**config.mk**
```make
export PLATFORM = sky130hd
export DESIGN_NAME = apb_master_bridge
export DESIGN_NICKNAME = d
export VERILOG_FILES = /design/src/rtl/apb_pkg.sv /design/src/rtl/apb_watchdog.sv /design/src/rtl/apb_master_bridge.sv
export SDC_FILE = /design/constraint.sdc
export NUM_CORES = 1
export LEC_CHECK = 0
export CORE_MARGIN = 2
export CORE_UTILIZATION = 33
export CTS_CLUSTER_SIZE = 10
export DETAILED_ROUTE_END_ITERATION = 6
export PLACE_DENSITY_LB_ADDON = 0.12
export RECOVER_POWER = 25
export SLEW_MARGIN = 10
export SYNTH_ARGS = -nofsm -noshare
export SYNTH_HDL_FRONTEND = slang
export SYNTH_SLANG_ARGS = --single-unit
```
**constraint.sdc**
```tcl
create_clock -name PCLK -period 3.2 [get_ports PCLK]
set_input_delay 0.64 -clock PCLK [delete_from_list [all_inputs] [get_ports PCLK]]
set_output_delay 0.64 -clock PCLK [all_outputs]
set_load 0.05 [all_outputs]
```
**src/rtl/apb_pkg.sv**
```systemverilog
// Shared types and widths for the APB master bridge and its watchdog.
package apb_pkg;

    localparam int unsigned APB_ADDR_W = 32;
    localparam int unsigned APB_DATA_W = 32;

    typedef enum logic [1:0] {
        IDLE   = 2'd0,
        SETUP  = 2'd1,
        ACCESS = 2'd2,
        RESP   = 2'd3
    } apb_state_e;

    // Smallest counter width that can hold n without wrapping (never below 1).
    function automatic int unsigned wd_width(input int unsigned n);
        return (n == 0) ? 1 : $clog2(n + 1);
    endfunction

endpackage

```
**src/rtl/apb_watchdog.sv**
```systemverilog
// Wait-state counter for the ACCESS phase; flags the cycle on which the
// configured limit is reached. A zero limit never expires.
module apb_watchdog #(
    parameter int unsigned CNT_W = 5
) (
    input  logic             PCLK,
    input  logic             PRESET,
    input  logic             clear,
    input  logic             count_en,
    input  logic [CNT_W-1:0] limit,
    output logic             expired
);

    logic [CNT_W-1:0] count;

    always_ff @(posedge PCLK or negedge PRESET) begin
        if (!PRESET) begin
            count <= '0;
        end else if (clear) begin
            count <= '0;
        end else if (count_en && (count != '1)) begin
            count <= count + CNT_W'(1);
        end
    end

    assign expired = (limit != '0) && (count == (limit - CNT_W'(1)));

endmodule

```
**src/rtl/apb_master_bridge.sv**
```systemverilog
// Single-outstanding bridge from a valid/ready command port to an APB
// completer, with address-range check and wait-state timeout.
//
// state  | meaning
// IDLE   | waiting for a command; cmd_ready high
// SETUP  | PSEL=1, PENABLE=0 for exactly one cycle
// ACCESS | PSEL=1, PENABLE=1 until PREADY or timeout
// RESP   | rsp_valid held until the requester takes it
module apb_master_bridge
    import apb_pkg::*;
#(
    parameter int unsigned           TIMEOUT_CYCLES = 16,
    parameter logic [APB_ADDR_W-1:0] ADDR_MAX       = 32'h0000_FFFF
) (
    input  logic                  PCLK,
    input  logic                  PRESET,
    input  logic                  cmd_valid,
    output logic                  cmd_ready,
    input  logic                  cmd_write,
    input  logic [APB_ADDR_W-1:0] cmd_addr,
    input  logic [APB_DATA_W-1:0] cmd_wdata,
    output logic                  rsp_valid,
    input  logic                  rsp_ready,
    output logic [APB_DATA_W-1:0] rsp_rdata,
    output logic                  rsp_err,
    output logic                  rsp_timeout,
    output logic [APB_ADDR_W-1:0] PADDR,
    output logic [APB_DATA_W-1:0] PWDATA,
    output logic                  PWRITE,
    output logic                  PSEL,
    output logic                  PENABLE,
    input  logic [APB_DATA_W-1:0] PRDATA,
    input  logic                  PREADY,
    input  logic                  PSLVERR
);

    localparam int unsigned      CNT_W = wd_width(TIMEOUT_CYCLES);
    localparam logic [CNT_W-1:0] LIMIT = CNT_W'(TIMEOUT_CYCLES);

    apb_state_e state;
    logic       wd_clear;
    logic       wd_count_en;
    logic       wd_expired;

    assign wd_clear    = (state == SETUP);
    assign wd_count_en = (state == ACCESS) && !PREADY;

    apb_watchdog #(
        .CNT_W (CNT_W)
    ) u_watchdog (
        .PCLK     (PCLK),
        .PRESET   (PRESET),
        .clear    (wd_clear),
        .count_en (wd_count_en),
        .limit    (LIMIT),
        .expired  (wd_expired)
    );

    // PADDR/PWDATA/PWRITE double as the command latch; an out-of-range
    // command never touches them so the bus keeps its last values.
    always_ff @(posedge PCLK or negedge PRESET) begin
        if (!PRESET) begin
            state       <= IDLE;
            cmd_ready   <= 1'b0;
            PSEL        <= 1'b0;
            PENABLE     <= 1'b0;
            PWRITE      <= 1'b0;
            PADDR       <= '0;
            PWDATA      <= '0;
            rsp_valid   <= 1'b0;
            rsp_err     <= 1'b0;
            rsp_timeout <= 1'b0;
            rsp_rdata   <= '0;
        end else begin
            case (state)
                IDLE: begin
                    if (cmd_valid && cmd_ready) begin
                        cmd_ready <= 1'b0;
                        if (cmd_addr <= ADDR_MAX) begin
                            state  <= SETUP;
                            PSEL   <= 1'b1;
                            PWRITE <= cmd_write;
                            PADDR  <= cmd_addr;
                            PWDATA <= cmd_wdata;
                        end else begin
                            state       <= RESP;
                            rsp_valid   <= 1'b1;
                            rsp_err     <= 1'b1;
                            rsp_timeout <= 1'b0;
                            rsp_rdata   <= '0;
                        end
                    end else begin
                        cmd_ready <= 1'b1;
                    end
                end
                SETUP: begin
                    state   <= ACCESS;
                    PENABLE <= 1'b1;
                end
                ACCESS: begin
                    if (PREADY) begin
                        state       <= RESP;
                        PSEL        <= 1'b0;
                        PENABLE     <= 1'b0;
                        rsp_valid   <= 1'b1;
                        rsp_err     <= PSLVERR;
                        rsp_timeout <= 1'b0;
                        rsp_rdata   <= (PWRITE || PSLVERR) ? '0 : PRDATA;
                    end else if (wd_expired) begin
                        state       <= RESP;
                        PSEL        <= 1'b0;
                        PENABLE     <= 1'b0;
                        rsp_valid   <= 1'b1;
                        rsp_err     <= 1'b1;
                        rsp_timeout <= 1'b1;
                        rsp_rdata   <= '0;
                    end
                end
                RESP: begin
                    if (rsp_ready) begin
                        state     <= IDLE;
                        rsp_valid <= 1'b0;
                        cmd_ready <= 1'b1;
                    end
                end
                default: begin
                    state     <= IDLE;
                    cmd_ready <= 1'b0;
                    PSEL      <= 1'b0;
                    PENABLE   <= 1'b0;
                    rsp_valid <= 1'b0;
                end
            endcase
        end
    end

endmodule
```
* After elaboration in Yosys (flattened, before gate mapping) *
Cells that the tools add are included.

cells by class
  multiplexer cells = 35
  add/subtract/negate cells = 1
  equality and inequality tests = 10
  $lt $le $gt $ge = 1
  reduce and logical (&&, ||, !) cells = 18

operators by type and width
  operator                number
  $mux W32                5
  $pmux W32 S2            1
  $le A32 B16 Y1 const B  1
  $mux W1                 15
  $mux W2                 5
  $mux W5                 2
  $pmux W1 S2             5
  $ne A2 B2 Y1 const B    4
  $pmux W2 S4             1
  $reduce_and A4 Y1       2
  $reduce_bool A2 Y1      4
  $reduce_and A3 Y1       2
  $add A5 B1 Y5 const B   1
  $eq A5 B4 Y1 const B    1
  $ne A5 B5 Y1 const B    1
  $reduce_and A5 Y1       1
  $eq A2 B2 Y1 const B    2
  $reduce_and A2 Y1       2
  $logic_and A1 B1 Y1     3
  $ne A3 B2 Y1 const B    1
  $pmux W1 S3             1
  $reduce_bool A3 Y1      1
  $eq A2 B1 Y1 const B    1
  $logic_not A2 Y1        1
  other kinds (2)         2

word-level totals
  input port bits = 103
  register bits after elaboration = 110
  logic and storage cells = 77

* Longest topological paths before layout *
Gate-level depths: netlist of the first run.

  word-level depth = 5
  depth in mapped cells = 8

* By module *
A second synthesis of the first run with hierarchy kept.

unflattened totals
  cells, all modules = 343
  area total of the unflattened synthesis = 4,588.2 um^2

modules (own cells, without submodules)
  module             area each (um^2)  cells an instance  instances
  apb_master_bridge  4,205.3           304                1
  apb_watchdog       382.9             39                 1

* Least setup slack after synthesis of the first run *
Ideal clock, no wire load.

  path kind = input-to-reg
  start = input cmd_addr[19]
  end = register PADDR[12]
  library setup time = 127 ps
  arrival = 1,935 ps
  stages on the path = 6
  path slack = 1,137 ps
  cells stage by stage = nor4_1 > nand4_1 > nor2_1 > buf_6 > buf_6 > mux2_1

between the ends
  cells in the longest elaborated chain, start to end = 2

ends and longest elaborated chain
  element                             RTL line                 RTL
  start, declared                     apb_master_bridge.sv:20  input logic [APB_ADDR_W-1:0] cmd_addr,
  $le A32 B16 Y1                      apb_master_bridge.sv:79  if (cmd_addr <= ADDR_MAX) begin
  $reduce_and A3 Y1 (no source line)  -
  end signal, assigned                apb_master_bridge.sv:83  PADDR <= cmd_addr;
  end, declared                       apb_master_bridge.sv:27  output logic [APB_ADDR_W-1:0] PADDR,

No other way between the ends.
A chain may end at the register's enable or synchronous reset.

* Worst setup path after layout of the first run *
  start = input cmd_addr[30]
  end = register PWDATA[2]

between the ends
  cells in the longest elaborated chain, start to end = 2

ends and longest elaborated chain
  element                             RTL line                 RTL
  $le A32 B16 Y1                      apb_master_bridge.sv:79
  $reduce_and A3 Y1 (no source line)  -
  end signal, assigned                apb_master_bridge.sv:84  PWDATA <= cmd_wdata;
  end, declared                       apb_master_bridge.sv:28  output logic [APB_DATA_W-1:0] PWDATA,

No other way between the ends.

==> out/results.tsv, run 1 <==
metric	value	unit
synth.distinct_cells	33	
r2r_setup_slack	1.02	ns
synth_top_area_frac	0.621	
grt_pass1_vias	3383	
cts_tree	done	
cp_slowest_cell	clkdlybuf4s50_1	
cp-endpoint	PWDATA[2]$_DFFE_PN0P_	
fin_area	6960	um2
dp_slack	0.413	ns
multi_input_area	1530	um2
required	3.43	ns
routedWlPerCell	15.9	um
crit_fanout	65	
drt-vias-per-instance	4.64	
numCtsBuffers	9	
clock_latency	0.35	ns
final_antenna_net_count	0	
worstMarginPinSlew	1.75	ns
cp_num_buf_inv	2	
power_density	625	nW/um2
power	4.35	mW
slew_viol_final	68	
ff_latch_area	2750	um2
path_depth	6	
post_cts_buffers	0	
place_area	6670	um2
mostFrequentLayoutCells	204 x clkdlybuf4s50_1, 110 x dfrtp_1, 35 x nand3_1, 34 x mux2_1, 33 x o2bb2ai_1	
startpoint	cmd_addr[30]	
die_x	120	um
grt_max_degree	69	
finClkSkew	0.0107	ns
ctsHtreeMaxLevel	3	
top_usage_layer	met2	
p_leak	3.10	nW
crit_arrival	2.67	ns
final_common_cell	clkdlybuf4s50_1	
wirelength	11.3	mm
cts.sinks	110	
grt_pass1_wl	18.5	mm
ys_seq_area_frac	0.621	
drive_gt1_frac	0.0896	
slew_headroom	-0.165	
antenna_found_initial	0	
drt_iter0_drc	148	
crit_family	simple AND/OR/NAND/NOR gates	
fin_nets	641	
violations	capacitance limit, slew limit	
areaGrowthSynthToFinish	57.0	%
synth-seq-cells	110	
syn-cell-area	4440	um2
reg2reg_to	rsp_rdata[6]$_DFFE_PN0P_	
clkTransAtPathRegs	0.07	ns
syn_nets	436	
irDropWorstVdd	0.369	mV
hold_violations	0	
pin_count	206	
die_h	120	um
synth.area.top_cells	dfrtp_1 62%, mux2_1 8.6%, o2bb2ai_1 6.5%	
crit_path_start_kind	input port	
fillers	1158	
setup_ws	0.763	ns
vias	3303	
endpoint_kind	flop	
period_share	0.762	
synthCells	326	
place.gp.congestion	0.732	
dp_cells	696	
yosys.area.top_type	dfrtp_1	
rsz0062_at_grt	no	
max_freq	410	MHz
antennaDiodeCount	0	
dr.pass1.iters	4	
reg2reg_from	u_watchdog.count[0]$_DFFE_PN0P_	
met2_usage	0.247	
path_cells	clkdlybuf4s50_1 > nor4_1 > nand4_1 > nor2_4 > buf_12 > mux2_2	
hold_path.class	reg2reg	
yosysWarnings	0	
io_buffers	205	
drcViolationCount	0	
ctsLongestPathBuffers	2	
final-instance-count-excl-fill	712	
grtUsageTotal	0.163	
hold_buffers	0	
die_area	14400	um2
root_buffer	clkbuf_16	
use_met3	0.0399	
dpl.hpwl	8.08	mm
rows	42	
avgSynthCellArea	13.6	um2
ff2ff_path_depth	8	
setup_violations	0	
status	finished with violations	
met1_usage	0.227	
final.min_clock_period	2.44	ns
slowest_delay	0.40	ns
initial_core_util	0.336	
cts_resized	0	
core_area	13200	um2
tns	0	ns
maxCapViolCount	1	
worst-setup-path-type	in2reg	
grt_overflow	0	
## through the flow
stage          utilization  hold WS, ns
6_report             0.528        0.486
5_1_grt              0.528        0.500
4_1_cts              0.528        0.442
3_5_place_dp         0.506        0.473
2_1_floorplan            -        0.344
3_3_place_gp         0.506        0.466
## sequential cells by signal (all words and copies together) (netlist names)
name / count
PADDR: 32
PENABLE: 1
PSEL: 1
PWDATA: 32
PWRITE: 1
cmd_ready: 1
rsp_err: 1
rsp_rdata: 32
rsp_timeout: 1
rsp_valid: 1
state: 2
u_watchdog.count: 5
## power by group
| part | internal (mW) | switching, mW | total (mW) | leakage (nW) |
|---|---|---|---|---|
| Combinational | 0.571 | 1.00 | 1.57 | 1.45 |
| Clock | 0.610 | 0.514 | 1.12 | 0.147 |
| Sequential | 1.54 | 0.109 | 1.65 | 1.51 |
| Total | 2.72 | 1.63 | 4.35 | 3.10 |
## worst min-delay path by stage
stage | startpoint | end | slack, ns | depth (start not counted)
2_1_floorplan | PRESET | PADDR[0]$_DFFE_PN0P_ | 0.34 | 0
3_3_place_gp | PADDR[4]$_DFFE_PN0P_ | PADDR[4]$_DFFE_PN0P_ | 0.47 | 1
3_5_place_dp | rsp_rdata[2]$_DFFE_PN0P_ | rsp_rdata[2]$_DFFE_PN0P_ | 0.47 | 1
4_1_cts | PRESET | PADDR[6]$_DFFE_PN0P_ | 0.44 | 1
5_1_grt | PADDR[2]$_DFFE_PN0P_ | PADDR[2]$_DFFE_PN0P_ | 0.50 | 1
6_report | PADDR[4]$_DFFE_PN0P_ | PADDR[4]$_DFFE_PN0P_ | 0.49 | 1
## worst reg2reg max path, cell delays in order (launching register included)
cell and delay (ns):
dfrtp_1 0.41, ha_1 0.21, and3_1 0.20, ha_1 0.18, nor2_1 0.33, a211oi_4 0.14, o21ai_2 0.13, buf_4 0.32
o2bb2ai_1 0.17
## routing by layer
metal  wire (um)  vias to the layer above  part of all wire
met3         665                       11             0.059
met4         179                        0             0.016
li1            -                     1587                 -
met5           0                        -                 0
met1        5150                     1586              0.45
met2        5330                      119              0.47
## final cells by class
class                      instances  share of cell area
sequential                       110               0.395
timing repair buffer             214               0.307
multi-input combinational        189               0.219
clock buffer                       9              0.0323
tap                              176              0.0316
clock inverter                     7              0.0104
inverter                           7             0.00377
## Yosys cell counts
library cell,count
nor4_1,5
mux2_1,34
xor2_1,2
a21boi_0,1
o2bb2ai_1,33
nand2_1,4
nor2_1,12
nand3b_1,2
buf_2,9
nand4_1,2
a211oi_2,1
a221oi_1,1
mux2_2,16
o21ai_0,5
mux2i_1,2
o211ai_1,1
nor3b_2,1
inv_1,7
o22ai_1,1
a211oi_1,1
clkbuf_1,6
a21oi_1,1
buf_12,3
nor2b_1,16
o21ai_2,1
or3_1,1
dfrtp_1,110
and3_1,2
ha_1,7
buf_6,2
xnor2_1,1
nand2b_1,1
nand3_1,35
## logic make-up (layout without fill, tap and decap cells)
kind of cell	Yosys count	count (layout)	synth area share
adders and majority gates	7	7	0.0197
muxes	52	52	0.131
xor gates and xnor gates	3	3	0.00592
and+or+nand+nor	81	81	0.0973
buffers and inverters	27	237	0.0398
AOI/OAI and AO/OA	46	46	0.0852
DFF	110	110	0.621
No activity file was read; power rests on OpenSTA's default activity.
==> run 2: changes to the inputs <==
==> constraint.sdc (replaced) <==
create_clock -name PCLK -period 2.2 [get_ports PCLK]
set_input_delay 0.44 -clock PCLK [delete_from_list [all_inputs] [get_ports PCLK]]
set_output_delay 0.44 -clock PCLK [all_outputs]
set_load 0.05 [all_outputs]
==> run 2 against run 1 <==
Compared with the run above: the flow now finishes without violations; global-route usage grew 0.38 points; via count up 4.6%; sequential power is 45% higher.
==> out/results.tsv, run 2 (synthesis results as in run 1) <==
metric	value	unit	change
p_leak	3.15	nW	was 3.10 nW
die_x	120	um	unchanged
drcViolationCount	0		unchanged
crit_arrival	1.60	ns	was 2.67 ns
finClkSkew	0.00962	ns	was 0.0107 ns
hold_path.class	in2async		was reg2reg
drt-vias-per-instance	4.80		was 4.64
grt_max_degree	49		was 69
core_area	13200	um2	unchanged
cp_num_buf_inv	1		was 2
final.min_clock_period	2.04	ns	
drt_iter0_drc	106		was 148
path_depth	1		was 6
dpl.hpwl	8.43	mm	was 8.08 mm
worst-setup-path-type	reg2out		was in2reg
cts.sinks	110		unchanged
r2r_setup_slack	0.19	ns	was 1.02 ns
areaGrowthSynthToFinish	59.4	%	was 57.0%
clkTransAtPathRegs	0.08	ns	was 0.07 ns
ctsHtreeMaxLevel	3		unchanged
ctsLongestPathBuffers	2		unchanged
required	1.76	ns	was 3.43 ns
slew_viol_final	0		was 68
startpoint	cmd_ready$_DFFE_PN0P_		was cmd_addr[30]
routedWlPerCell	16.0	um	was 15.9 um
worstMarginPinSlew	0.874	ns	was 1.75 ns
final_antenna_net_count	0		unchanged
irDropWorstVdd	0.491	mV	was 0.369 mV
pin_count	206		unchanged
wirelength	11.5	mm	was 11.3 mm
fin_util	0.536		was 0.528
place_area	6800	um2	was 6670 um2
die_h	120	um	unchanged
grt_pass1_vias	3580		was 3383
rows	42		unchanged
period_share	0.926		
vias	3456		was 3303
die_area	14400	um2	unchanged
reg2reg_to	rsp_err$_DFFE_PN0P_		was rsp_rdata[6]$_DFFE_PN0P_
reg_top3	PADDR (32), PWDATA (32), rsp_rdata (32)		unchanged
status	completed		was finished with violations
slew_headroom	0.417		was -0.165
mostFrequentLayoutCells	204 x clkdlybuf4s50_1, 110 x dfrtp_1, 35 x nand3_1, 34 x mux2_1, 33 x o2bb2ai_1		unchanged
drive_gt1_frac	0.105		was 0.0896
hold_buffers	0		unchanged
numCtsBuffers	9		unchanged
root_buffer	clkbuf_16		unchanged
final_common_cell	clkdlybuf4s50_1		unchanged
crit_fanout	6		was 65
place.gp.congestion	0.796		was 0.732
slowest_delay	0.84	ns	was 0.40 ns
hold_violations	0		unchanged
grt_overflow	0		unchanged
rsz0062_at_grt	no		unchanged
setup_ws	0.164	ns	was 0.763 ns
crit_family	buffers and inverters		was simple AND/OR/NAND/NOR gates
power	6.32	mW	was 4.35 mW
cts_tree	done		unchanged
tns	0	ns	unchanged
final-instance-count-excl-fill	720		was 712
setup_violations	0		unchanged
clock_latency	0.35	ns	about the same
max_freq	491	MHz	
power_density	894	nW/um2	was 625 nW/um2
ff2ff_path_depth	6		was 8
grt_pass1_wl	18.9	mm	was 18.5 mm
reg2reg_from	state[1]$_DFFE_PN0P_		was u_watchdog.count[0]$_DFFE_PN0P_
dp_slack	-0.137	ns	was 0.413 ns
io_buffers	205		unchanged
endpoint_kind	output port		was flop
dp_cells	705		was 696
crit_path_start_kind	flop		was input port
fin_nets	650		was 641
cp-endpoint	cmd_ready		was PWDATA[2]$_DFFE_PN0P_
maxCapViolCount	0		was 1
initial_core_util	0.336		unchanged
antennaDiodeCount	0		unchanged
antenna_found_initial	0		unchanged
grtUsageTotal	0.167		was 0.163
path_cells	clkdlybuf4s50_1		was clkdlybuf4s50_1 > nor4_1 > nand4_1 > nor2_4 > buf_12 > mux2_2
whs	0.188	ns	was 0.486 ns
fin_area	7070	um2	was 6960 um2
dr.pass1.iters	4		unchanged
cp_slowest_cell	clkdlybuf4s50_1		unchanged
## run 2: cell count changes in the layout (fill, tap and decap cells not counted), sizes merged
cell and change:
buf +7, bufinv -1, clkbuf +3, clkinv -1
clkinvlp -1, inv +1
## run 2: worst reg2reg max path: cells and delay by family, from the launching register on
family          cells  cell delay (ns)
flops               1             0.40
buf+inv             1             0.10
compound gates      3             0.73
fa+ha+maj           1             0.31
mux                 1             0.36
## run 2: how the worst min path moves through the flow
stage / from / endpoint / slack (ns) / depth (start not counted)
2_1_floorplan: PRESET / PADDR[0]$_DFFE_PN0P_ / 0.14 / 0
3_3_place_gp: PRESET / PADDR[9]$_DFFE_PN0P_ / 0.42 / 1
3_5_place_dp: PRESET / PADDR[9]$_DFFE_PN0P_ / 0.43 / 1
4_1_cts: PRESET / PADDR[9]$_DFFE_PN0P_ / 0.05 / 1
5_1_grt: PRESET / PADDR[9]$_DFFE_PN0P_ / 0.27 / 1
6_report: PRESET / PADDR[9]$_DFFE_PN0P_ / 0.19 / 1
## run 2: power breakdown
part | internal (mW) | switching [mW]
combinational | 0.896 | 1.48
clock | 0.807 | 0.736
sequential | 2.25 | 0.157
## run 2: metal layers
metal | global-route usage | part of all wire
met1 | 0.212 | 0.43
met4 | 0.0603 | 0.015
met3 | 0.0433 | 0.060
met5 | 0 | 0
met2 | 0.276 | 0.49
## run 2: area by class of cell
cell class / instances / area, um2
well taps: 176 / 220
multi-input cells: 189 / 1540
inverters: 7 / 26.3
flip-flops and latches: 110 / 2750
repair buffers: 223 / 2250
clock buffers: 10 / 239
clock inverters: 5 / 43.8
fillers: 1159 / 6120
## run 2: timing repair
action / in CTS / in global routing
gates resized for setup: 0 / 2
endpoints found under the setup margin: 0 / 11
setup buffers: 0 / 0
